===== config.mk =====
export PLATFORM = sky130hd
export DESIGN_NAME = morse_tx
export DESIGN_NICKNAME = d
export VERILOG_FILES = /design/src/rtl/morse_pkg.sv /design/src/rtl/morse_unit_timer.sv /design/src/rtl/morse_tx.sv
export SDC_FILE = /design/constraint.sdc
export NUM_CORES = 1
export LEC_CHECK = 0
export ABC_AREA = 1
export BUFFER_PORTS_ARGS = -buffer_cell sky130_fd_sc_hd__clkbuf_2
export CAP_MARGIN = 20
export CORE_MARGIN = 5
export CORE_UTILIZATION = 49
export DETAILED_ROUTE_END_ITERATION = 7
export HOLD_SLACK_MARGIN = 0.12
export PLACE_DENSITY = 0.71
export SYNTH_ARGS = -nofsm -noshare
export SYNTH_HDL_FRONTEND = slang
export SYNTH_SLANG_ARGS = --single-unit

===== constraint.sdc =====
create_clock -name clk -period 2.2 [get_ports clk]
set_clock_uncertainty 0.2 [all_clocks]
set_input_delay 0.22 -clock clk [delete_from_list [all_inputs] [get_ports clk]]
set_output_delay 0.22 -clock clk [all_outputs]
set_load 0.01 [all_outputs]

===== src/rtl/morse_pkg.sv =====
// Shared types and constants for the Morse transmitter: FSM states, symbol
// codes and element/gap lengths in Morse time units.
package morse_pkg;

  typedef enum logic [2:0] {
    IDLE = 3'd0,
    MARK = 3'd1,
    EGAP = 3'd2,
    LGAP = 3'd3,
    WGAP = 3'd4
  } state_e;

  localparam logic [1:0] SYM_S   = 2'b00;
  localparam logic [1:0] SYM_O   = 2'b01;
  localparam logic [1:0] SYM_WSP = 2'b10;
  localparam logic [1:0] SYM_RSV = 2'b11;

  localparam int unsigned DOT_U  = 1;
  localparam int unsigned DASH_U = 3;
  localparam int unsigned EGAP_U = 1;
  localparam int unsigned LGAP_U = 2;
  localparam int unsigned WGAP_U = 4;

  localparam int unsigned ELEMS_PER_LETTER = 3;

  // Index of the final unit of a state; the letter selects dot or dash for MARK.
  function automatic logic [1:0] last_unit_idx(input state_e st, input logic [1:0] s);
    logic [1:0] idx;
    idx = '0;
    unique case (st)
      MARK:    idx = (s == SYM_O) ? 2'(DASH_U - 1) : 2'(DOT_U - 1);
      EGAP:    idx = 2'(EGAP_U - 1);
      LGAP:    idx = 2'(LGAP_U - 1);
      WGAP:    idx = 2'(WGAP_U - 1);
      default: idx = '0;
    endcase
    return idx;
  endfunction

endpackage


===== src/rtl/morse_unit_timer.sv =====
// Divides the clock into Morse time units; tick marks the last cycle of a unit.
// tick_nxt is the same condition one cycle ahead, used for registered pulses.
module morse_unit_timer #(
  parameter int unsigned UNIT_CYCLES = 1
) (
  input  logic clk,
  input  logic rst,
  input  logic clr,
  output logic tick,
  output logic tick_nxt
);

  localparam logic [7:0] LAST = 8'(UNIT_CYCLES - 1);

  logic [7:0] cnt_q, cnt_d;

  always_comb begin
    tick     = (cnt_q == LAST);
    cnt_d    = (clr || tick) ? '0 : cnt_q + 8'd1;
    tick_nxt = (cnt_d == LAST);
  end

  always_ff @(posedge clk) begin
    if (rst) cnt_q <= '0;
    else     cnt_q <= cnt_d;
  end

endmodule


===== src/rtl/morse_tx.sv =====
// Morse serial transmitter for letters S and O plus word spaces, with a
// valid/ready symbol input and back-to-back frame chaining.
module morse_tx
  import morse_pkg::*;
#(
  parameter int unsigned UNIT_CYCLES = 1
) (
  input  logic       clk,
  input  logic       rst,
  input  logic       sym_valid,
  input  logic [1:0] sym,
  output logic       sym_ready,
  output logic       out,
  output logic       busy,
  output logic       char_done,
  output logic       err,
  output logic [2:0] current_state
);

  state_e     state_q, state_d;
  logic [1:0] elem_q, elem_d;
  logic [1:0] ucnt_q, ucnt_d;
  logic [1:0] sym_q, sym_d;
  logic       out_q, out_d;
  logic       busy_q, busy_d;
  logic       char_done_q, char_done_d;
  logic       err_q, err_d;

  logic tick, tick_nxt, clr;
  logic unit_end, gap_end, accept;

  morse_unit_timer #(
    .UNIT_CYCLES(UNIT_CYCLES)
  ) u_timer (
    .clk     (clk),
    .rst     (rst),
    .clr     (clr),
    .tick    (tick),
    .tick_nxt(tick_nxt)
  );

  always_comb begin
    unit_end  = tick && (ucnt_q == last_unit_idx(state_q, sym_q));
    gap_end   = unit_end && ((state_q == LGAP) || (state_q == WGAP));
    sym_ready = (state_q == IDLE) || gap_end;
    accept    = sym_valid && sym_ready;

    state_d = state_q;
    elem_d  = elem_q;
    sym_d   = sym_q;
    err_d   = 1'b0;

    if (accept) begin
      sym_d = sym;
      err_d = (sym == SYM_RSV);
    end

    unique case (state_q)
      IDLE, LGAP, WGAP: begin
        if (accept) begin
          unique case (sym)
            SYM_S, SYM_O: begin
              state_d = MARK;
              elem_d  = '0;
            end
            SYM_WSP: state_d = WGAP;
            default: state_d = IDLE;
          endcase
        end else if (gap_end) begin
          state_d = IDLE;
        end
      end
      MARK: if (unit_end) state_d = EGAP;
      EGAP: begin
        if (unit_end) begin
          if (elem_q == 2'(ELEMS_PER_LETTER - 1)) begin
            state_d = LGAP;
          end else begin
            state_d = MARK;
            elem_d  = elem_q + 2'd1;
          end
        end
      end
      default: state_d = IDLE;
    endcase

    clr = (state_d != state_q);
    if (clr || unit_end) ucnt_d = '0;
    else if (tick)       ucnt_d = ucnt_q + 2'd1;
    else                 ucnt_d = ucnt_q;

    // char_done is registered, so predict "next cycle is the final gap cycle".
    char_done_d = ((state_d == LGAP) || (state_d == WGAP)) && tick_nxt &&
                  (ucnt_d == last_unit_idx(state_d, sym_d));
    out_d       = (state_d == MARK);
    busy_d      = (state_d != IDLE);
  end

  always_ff @(posedge clk) begin
    if (rst) begin
      state_q     <= IDLE;
      elem_q      <= '0;
      ucnt_q      <= '0;
      sym_q       <= '0;
      out_q       <= 1'b0;
      busy_q      <= 1'b0;
      char_done_q <= 1'b0;
      err_q       <= 1'b0;
    end else begin
      state_q     <= state_d;
      elem_q      <= elem_d;
      ucnt_q      <= ucnt_d;
      sym_q       <= sym_d;
      out_q       <= out_d;
      busy_q      <= busy_d;
      char_done_q <= char_done_d;
      err_q       <= err_d;
    end
  end

  assign out           = out_q;
  assign busy          = busy_q;
  assign char_done     = char_done_q;
  assign err           = err_q;
  assign current_state = state_q;

endmodule


==> flow_summary_export.csv, run 1 <==
group,metric,value,unit
die,die_h,62.88,µm
clocking,cts_max_path_buffers,2,
final_layout,diodes,0,
global_route,track_usage,0.2219,
place,pre_cts_slack,-0.2758,ns
setup_path,crit_path_cell_trace,"inv_2 -> ha_4 -> nand2_2 -> nor2_4 -> nand2_4 -> nor2_8 -> nand3_4 -> buf_4 -> nand2_2 -> nand2_4 -> nand4_1 -> nand2_2 -> nor2_4 -> nand3_4 -> inv_4 -> o41ai_1 -> nand2_1 -> nor2_2",
route,vias,1624,
timing,finalSetupViolCount,15,
clocking,cts.sinks,21,
power,leakage,1.039,nW
clocking,clk_pin_slew_worst_paths,0.13,ns
status,status,"complete, but fails checks",
final_layout,final_nets,262,
place,io_buffers,12,
logic_synthesis,ys_seq_elements,21,
final_layout,multiInputGateArea,0.001033,mm²
setup_path,worstSetupPathType,"register to register",
timing,worst_pin_slew,0.5509,ns
final_layout,final_util,0.7798,
timing,finalHoldViolations,0,
setup_path,slowest_delay,0.36,ns
die,die_x,62.88,µm
clocking,cts_tree,"yes",
timing,slew_violations,0,
logic_synthesis,synth_area_per_cell,7.249,µm²
flow_run,max-cap-violations,0,
route,routed_via_density,5.718,
power,power.total,3.498,mW
power,ir_worst_vdd,1318,µV
route,drt_pass1_iterations,4,
logic_synthesis,synthDistinctLibCells,27,
global_route,grt_pass1_vias,1568,
die,io_pins,13,
clocking,cts.htree.levels,1,
timing,rsz0062_at_grt,"true",
timing,finalCriticalPeriod,2.546,ns
setup_path,path_max_fanout,6,
clocking,root_buffer,"clkbuf_4",
place,placed_area,0.001727,mm²
min_path,hp-class,"input port to register",
timing,max_freq,0.3927,GHz
place,gp_congestion,0.9000,
clocking,numCtsBuffers,3,
setup_path,slowest_stage,"dfxtp_2",
global_route,grt_pass1_wl,7.134,mm
die,rows,19,
route,ant_nets,0,
setup_path,critPathLaunchType,"register",
die,die_area,0.003953,mm²
final_layout,final_cells,284,
die,core-area,0.002710,mm²
logic_synthesis,synth_nets,197,
final_layout,drive_gt1_frac,0.5494,
logic_synthesis,yosysSeqAreaShare,0.3068,
timing,fin_setup_tns,-2.773,ns
power,powerDensity,1655,mW/mm²
final_layout,nFillCells,186,
setup_path,required,2.22,ns
final_layout,fin_area,0.002113,mm²
timing,worst_slack,-0.3463,ns
setup_path,worst_path_dominant_cell_family,"simple AND/OR/NAND/NOR gates",
route,totalWireLength,4.602,mm
place,dp_hpwl,2.675,mm
place,dpl.cell_count,265,
global_route,grt_max_degree,21,
route,drc,0,
setup_path,crit_buf_inv,3,
setup_path,path_common_cell,"nand2_2",
status,violations,"setup timing",
setup_path,cp_data_arrival_time,2.57,ns
route,routedWlPerCell,16.20,µm
logic_synthesis,synth_area,0.001370,mm²
global_route,grt-ovfl-total,0,
clocking,clk_latency,0.32,ns
timing,slew_headroom,0.6327,
logic_synthesis,synthCells,189,
route,drtIter0Drc,105,
final_layout,syn2layout_area_growth,54.25,%
final_layout,seqCellArea,434.2,µm²
die,start_util,0.5055,
global_route,antenna_found_initial,0,
logic_synthesis,yosys_warnings,0,
timing,min_period_over_period,1.157,
timing,worst_hold_slack,0.1788,ns
setup_path,critPathCaptureType,"register",
==> worst reg2reg max path: stages, from the launching register on <==
cell and delay (ns):
dfxtp_2 0.36, inv_2 0.07, ha_4 0.12, nand2_2 0.06
nor2_4 0.12, nand2_4 0.08, nor2_8 0.12, nand3_4 0.12
buf_4 0.16, nand2_2 0.07, nand2_4 0.05, nand4_1 0.19
nand2_2 0.10, nor2_4 0.14, nand3_4 0.14, inv_4 0.11
o41ai_1 0.10, nand2_1 0.10, nor2_2 0.04
==> where the power goes <==
part,switching [mW],internal [mW],total [mW]
logic,1.55,1.19,2.74
registers,0.0912,0.468,0.559
clock network,0.129,0.0681,0.198
==> repair_timing <==
item | CTS | global route
gates cloned | 0 | 0
gates resized for setup | 41 | 24
hold buffers | 1 | 1
hold endpoints to repair | 1 | 1
setup endpoints to repair | 14 | 18
pin swaps | 21 | 27
setup buffers | 9 | 5
==> Yosys cell counts (all sizes together) <==
master	number	area [µm²]
nand3	22	160.1
nor3	9	45.04
a21oi	7	35.03
nand2	48	217.7
o21ai	4	23.77
nor2	28	161.4
or3	1	6.260
nand3b	2	15.01
ha	3	37.54
a211oi	2	15.01
xor2	6	52.55
nand4	6	37.54
dfxtp	21	420.4
inv	24	92.60
buf	3	33.78
o41ai	1	8.760
clkbuf	2	7.510
==> routing by layer <==
metal | track usage | up-vias | share of wire
li1 | - | 744 | -
met1 | 0.2516 | 781 | 0.39
met2 | 0.3949 | 72 | 0.51
met3 | 0.03777 | 27 | 0.059
met4 | 0.1061 | 0 | 0.046
met5 | 0 | - | 0
==> logic make-up (layout without fill, tap and decap cells) <==
| logic type | count (synthesis) | after routing | synth area share |
|---|---|---|---|
| flip-flops | 21 | 21 | 0.3068 |
| XOR/XNOR | 6 | 6 | 0.03836 |
| buffers and inverters | 29 | 93 | 0.09773 |
| AND/OR/NAND/NOR | 116 | 116 | 0.4694 |
| AO/OA/AOI/OAI | 14 | 14 | 0.06027 |
| adder cells (fa/ha/maj) | 3 | 3 | 0.02740 |
==> final cells by class <==
class,count,share of cell area
flip-flops and latches,21,0.2054
multi-input cells,139,0.4890
well taps,31,0.01835
clock buffers,3,0.01066
clock inverters,1,0.002368
repair buffers,65,0.2291
inverters,24,0.04500
==> cells in the final DEF, fill, tap and decap left out, drive strengths merged, types with 2 or more instances in the layout <==
cell         synthesis  final
dfxtp               21     21
nand3               22     22
ha                   3      3
nor2                28     28
nand2               48     48
a211oi               2      2
clkbuf               2     14
nor3                 9      9
buf                  3     52
nand4                6      6
dlygate4sd3          0      2
inv                 24     24
nand3b               2      2
xor2                 6      6
o21ai                4      4
a21oi                7      7
==> path summary, 6_finish.rpt <==
path | endpoint | slack (ns) | start | cells past startpoint
setup / recovery | char_done | -0.35 | u_timer.cnt_q[0] | 18
hold / removal | sym_q[0] | 0.18 | sym_valid | 5
setup reg to reg | char_done | -0.35 | u_timer.cnt_q[0] | 18
hold reg to reg | u_timer.cnt_q[0] | 0.36 | u_timer.cnt_q[0] | 2
==> registers in the layout (all words and copies together) (netlist names) <==
register / count
err: 1
busy: 1
u_timer.cnt_q: 8
current_state: 3
sym_q: 2
elem_q: 2
out: 1
ucnt_q: 2
char_done: 1
No activity file was read; power rests on OpenSTA's default activity.
==> inputs of run 2 (changes only) <==
CELL_PAD_IN_SITES_DETAIL_PLACEMENT = 1   (was not set)
CELL_PAD_IN_SITES_GLOBAL_PLACEMENT = 1   (was not set)
CORE_UTILIZATION = 38   (was 49)
PLACE_DENSITY = 0.74   (was 0.71)
SETUP_SLACK_MARGIN = 0.2   (was not set)
==> run 2 against run 1 <==
  * The run still ends with setup timing left
  * Combinational power grew 17%
  * Final cell count grew 3.5%
  * Register-to-register slack lost 0.16 ns
  * Via count is essentially flat
  * Critical path depth shrank 2
  * First-iteration DRC count grew 3.8%
  * Sequential share of layout area shrank 0.65 points
  * Sequential cell count is the same
  * Total power grew 14%
  * Global-route usage grew 1.1 points
  * Critical path type unchanged
  * Largest power group unchanged
==> flow_summary_export.csv, run 2 (synthesized netlist as in run 1, its figures left out) <==
group,metric,value,unit
min_path,hp-class,"input port to register",
final_layout,top_register,"u_timer.cnt_q",
global_route,grt_pass1_wl,8.859,mm
setup_path,rrSetupSlack,-0.51,ns
final_layout,syn2layout_area_growth,59.27,%
die,die_h,70.05,µm
global_route,grt_pass1_vias,1713,
timing,min_period_over_period,1.231,
final_layout,diodes,0,
setup_path,cp_data_arrival_time,2.78,ns
status,violations,"setup timing",
clocking,cts_tree,"yes",
final_layout,layout_commonest_cell,"buf_4",
route,routed_via_density,5.520,
place,gp_congestion,0.9187,
power,swShare,0.5498,
place,pre_cts_slack,-0.2897,ns
power,clkPwrFrac,0.055,
global_route,grt-ovfl-total,0,
status,status,"complete, but fails checks",
min_path,whs_path_depth,4,
route,drc,0,
power,switchingPower,2.200,mW
setup_path,critPathLaunchType,"register",
timing,rsz0062_at_grt,"true",
setup_path,rr_startpoint,"u_timer.cnt_q[7]",
clocking,numCtsBuffers,3,
min_path,min_to,"err",
global_route,grt_max_degree,21,
setup_path,path_common_cell,"nor2_1",
die,rows,21,
setup_path,path_max_fanout,4,
final_layout,final_util,0.6388,
clocking,clk_pin_slew_worst_paths,0.14,ns
final_layout,fin_area,0.002182,mm²
setup_path,timing.rr.end,"char_done",
global_route,antenna_found_initial,0,
route,drt_pass1_iterations,6,
timing,max_freq,0.3691,GHz
route,ant_nets,0,
route,vias,1623,
global_route,track_usage,0.2334,
setup_path,worstSetupPathType,"register to register",
clocking,clk_latency,0.35,ns
place,placed_area,0.001769,mm²
timing,finalCriticalPeriod,2.709,ns
timing,finalSetupViolCount,17,
timing,slew_violations,0,
final_layout,seqCellArea,434.2,µm²
clocking,cts.sinks,21,
power,intPower,1.802,mW
power,leakage,1.034,nW
clocking,cts_max_path_buffers,2,
clocking,cts.htree.levels,1,
setup_path,reg2regPathDepth,16,
route,totalWireLength,6.688,mm
route,routedWlPerCell,22.75,µm
setup_path,required,2.27,ns
flow_run,max-cap-violations,0,
power,ir_worst_vdd,1323,µV
final_layout,final_nets,257,
final_layout,largest_reg_flops,8,
min_path,hold_start,"sym[1]",
final_layout,nFillCells,409,
timing,finalHoldViolations,0,
die,die_x,70.05,µm
setup_path,slowest_delay,0.36,ns
power,pwr-share-seq,0.142,
setup_path,slowest_stage,"dfxtp_1",
final_layout,multiInputGateArea,0.001112,mm²
power,combPwrFrac,0.802,
timing,worst_hold_slack,0.1143,ns
timing,worst_slack,-0.5093,ns
route,drtIter0Drc,109,
timing,worst_pin_slew,0.6156,ns
die,core-area,0.003416,mm²
timing,slew_headroom,0.5896,
timing,fin_setup_tns,-5.565,ns
place,dp_hpwl,3.594,mm
die,io_pins,13,
setup_path,critPathCaptureType,"register",
power,powerDensity,1834,mW/mm²
clocking,root_buffer,"clkbuf_4",
place,io_buffers,12,
setup_path,crit_path_cell_trace,"nor2_1 -> nand2_1 -> nor2_4 -> nand2_4 -> nor2_8 -> nand3_4 -> nand3_1 -> nand4_1 -> nand2_2 -> inv_1 -> nor2_4 -> nand3_4 -> nor2_2 -> nor2_1 -> nand3_1 -> nor2_1",
die,die_area,0.004906,mm²
final_layout,final_cell_mix,"buf_4, nand2_1, inv_1",
die,start_util,0.4011,
final_layout,drive_gt1_frac,0.5645,
==> run 2: worst max-delay path by stage <==
stage                                 from               end  cells after the start
after global routing      u_timer.cnt_q[0]         char_done                     17
final                     u_timer.cnt_q[7]         char_done                     16
after detailed placement  current_state[2]  u_timer.cnt_q[3]                     15
after floorplan           current_state[0]         char_done                     20
after CTS                 u_timer.cnt_q[1]         char_done                     19
after global placement    current_state[2]         char_done                     17
==> run 2: metrics by stage <==
| stage | std cells | total power, mW |
|---|---|---|
| 6_report | 294 | 4.002 |
| 5_1_grt | 294 | 4.188 |
| 4_1_cts | 289 | 3.128 |
| 3_5_place_dp | 280 | 2.703 |
| 3_3_place_gp | 280 | 2.591 |
| 2_1_floorplan | 189 | 1.871 |
==> run 2: worst max-delay path: cells and delay by family (launching register included) <==
kind                   cells  cell delay [ns]
flip-flops                 1             0.36
AND/OR/NAND/NOR           15             1.98
buffers and inverters      1             0.09
==> run 2: power by group through the flow <==
stage                     clock network [mW]  logic (mW)  registers, mW
after floorplan                            0        1.35          0.522
final                                  0.222        3.21          0.570
after global placement                     0        2.03          0.558
after CTS                              0.216        2.35          0.558
after detailed placement                   0        2.14          0.565
after global routing                   0.249        3.36          0.580
==> run 2: metal layers <==
metal | track usage | up-vias | wire length, µm
met1 | 0.2697 | 817 | 2601
met2 | 0.4239 | 57 | 3503
li1 | - | 729 | -
met3 | 0.05022 | 20 | 392
met4 | 0.07447 | 0 | 189
met5 | 0 | - | 0
==> run 2: repair_timing <==
item	in CTS	in global routing
buffers inserted	4	5
resized for setup	33	40
cloned	0	0
hold buffers	1	0
pin swaps	15	31
setup endpoints to repair	19	22
endpoints found under the hold margin	1	0
==> run 2: final cells by class <==
class | instances | share of cell area
multi-input cells | 139 | 0.5097
repair buffers | 60 | 0.2076
flip-flops and latches | 21 | 0.1990
inverters | 24 | 0.04358
well taps | 46 | 0.02638
clock buffers | 3 | 0.01032
clock inverters | 1 | 0.003440
==> inputs of run 3 (changes only) <==
MAX_ROUTING_LAYER = met4   (was not set)
==> run 3 against run 2 <==
  * The run still ends with setup timing left
  * Clock power decreased by 11%
  * Design area decreased by 0.57%
  * Register-to-register slack improved by 0.09 ns
  * Die area unchanged
  * Sequential cell count unchanged
  * Global-route usage increased by 0.51 points
  * Core utilization decreased by 0.37 points
  * Clock-buffer cell count increased by 1
  * Worst hold slack improved by 0.087 ns
  * Largest cell class unchanged
==> flow_summary_export.csv, run 3 (synthesized netlist as in run 1, its figures left out) <==
group,metric,value,unit
status,status,"complete, but fails checks",
status,violations,"setup timing",
power,pwr-share-seq,0.154,
route,routed_via_density,5.517,
clocking,cts.sinks,21,
flow_run,max-cap-violations,0,
clocking,clk_pin_slew_worst_paths,0.12,ns
final_layout,final_nets,261,
timing,worst_pin_slew,0.6450,ns
clocking,clk_latency,0.31,ns
power,intPower,1.772,mW
setup_path,worstSetupPathType,"register to register",
setup_path,slowest_stage,"dfxtp_4",
clocking,cts_max_path_buffers,2,
die,start_util,0.4011,
setup_path,timing.rr.end,"char_done",
die,core-area,0.003416,mm²
route,routedWlPerCell,21.47,µm
clocking,root_buffer,"clkbuf_4",
route,drc,0,
place,dp_hpwl,3.384,mm
die,rows,21,
setup_path,reg2regPathDepth,19,
route,drtIter0Drc,94,
min_path,hp-class,"input port to register",
power,powerDensity,1757,mW/mm²
setup_path,path_max_fanout,7,
final_layout,fin_area,0.002170,mm²
timing,worst_slack,-0.4189,ns
place,io_buffers,12,
power,clkPwrFrac,0.052,
die,die_area,0.004906,mm²
global_route,grt_max_degree,21,
timing,slew_headroom,0.5700,
setup_path,cp-startpoint,"current_state[0]",
timing,min_period_over_period,1.190,
timing,max_freq,0.3818,GHz
setup_path,rr_startpoint,"current_state[0]",
timing,worst_hold_slack,0.2010,ns
route,vias,1644,
setup_path,critPathCaptureType,"register",
final_layout,diodes,0,
final_layout,layout_commonest_cell,"buf_4",
clocking,numCtsBuffers,3,
min_path,whs_path_depth,4,
setup_path,cp_data_arrival_time,2.68,ns
final_layout,final_cell_mix,"buf_4, nand2_1, inv_1",
place,placed_area,0.001754,mm²
die,io_pins,13,
global_route,track_usage,0.2386,
timing,finalHoldViolations,0,
global_route,grt_pass1_vias,1733,
power,combPwrFrac,0.794,
final_layout,final_util,0.6352,
power,ir_worst_vdd,990.0,µV
final_layout,syn2layout_area_growth,58.36,%
timing,fin_setup_tns,-4.103,ns
setup_path,crit_path_cell_trace,"inv_4 -> nor2_4 -> nand2_1 -> nand2_1 -> nand3_2 -> nand2_4 -> nand3_4 -> nand2_4 -> nand2_4 -> buf_4 -> nand2_1 -> nand2_2 -> nor2_1 -> nand3_1 -> nand2_2 -> nand4_1 -> nand2_1 -> nand2_1 -> nor2_1",
timing,slew_violations,0,
setup_path,required,2.26,ns
route,totalWireLength,6.397,mm
final_layout,drive_gt1_frac,0.5437,
min_path,hold_start,"sym_valid",
clocking,cts.htree.levels,1,
final_layout,top_register,"u_timer.cnt_q",
global_route,grt_pass1_wl,8.990,mm
min_path,min_to,"err",
route,ant_nets,0,
power,leakage,1.048,nW
die,die_h,70.05,µm
die,die_x,70.05,µm
place,gp_congestion,0.9898,
clocking,cts_tree,"yes",
global_route,antenna_found_initial,0,
timing,finalSetupViolCount,16,
power,switchingPower,2.040,mW
final_layout,largest_reg_flops,8,
setup_path,slowest_delay,0.46,ns
timing,finalCriticalPeriod,2.619,ns
global_route,grt-ovfl-total,0,
power,power.total,3.811,mW
timing,rsz0062_at_grt,"true",
route,drt_pass1_iterations,6,
setup_path,critPathLaunchType,"register",
setup_path,path_common_cell,"nand2_1",
setup_path,rrSetupSlack,-0.42,ns
power,swShare,0.5352,
[run 3: power groups by stage]
stage | logic (mW) | registers [mW] | clock network, mW
finish | 3.03 | 0.587 | 0.198
global route | 3.20 | 0.597 | 0.222
detailed placement | 2.09 | 0.559 | 0
CTS | 2.40 | 0.563 | 0.201
floorplan | 1.35 | 0.522 | 0
global placement | 1.99 | 0.553 | 0
[run 3: what timing repair did]
item,4_1_cts,5_1_grt
endpoints found under the setup margin,20,21
setup buffers,4,10
pin swaps,16,18
hold endpoints to repair,1,0
resized for setup,36,30
hold buffers,2,0
[run 3: cell type report]
cell class                 count  area (µm²)
fill                         421        1246
multi-input combinational    139        1065
timing repair buffer          64       489.2
sequential                    21       434.2
inverter                      24       97.59
tap                           46       57.56
clock buffer                   4       26.28
[run 3: per-stage QoR]
step,worst slack (ns),cells
2_1_floorplan,-0.06437,189
3_3_place_gp,-0.2200,278
3_5_place_dp,-0.3831,278
4_1_cts,-0.2468,288
5_1_grt,-0.5708,298
6_report,-0.4189,298
[run 3: worst max-delay path, delay by kind of cell, from the launching register on]
family / cells / cell delay [ns]
buf+inv: 2 / 0.22
flops: 1 / 0.46
simple gates: 17 / 1.65
[run 3: worst max-delay path by stage]
| stage | to | depth (start not counted) |
|---|---|---|
| 2_1_floorplan | char_done | 20 |
| 5_1_grt | char_done | 18 |
| 3_3_place_gp | u_timer.cnt_q[3] | 15 |
| 3_5_place_dp | u_timer.cnt_q[6] | 15 |
| 4_1_cts | char_done | 19 |
| 6_report | char_done | 19 |
[run 3: per-layer routing]
layer	vias up	GRT usage	wire length (µm)	share of wire
met2	61	0.4103	3253	0.51
met5	-	-	0	0
met4	0	0.1128	327	0.051
met1	815	0.2712	2512	0.39
li1	738	-	-	-
met3	30	0.03443	302	0.047
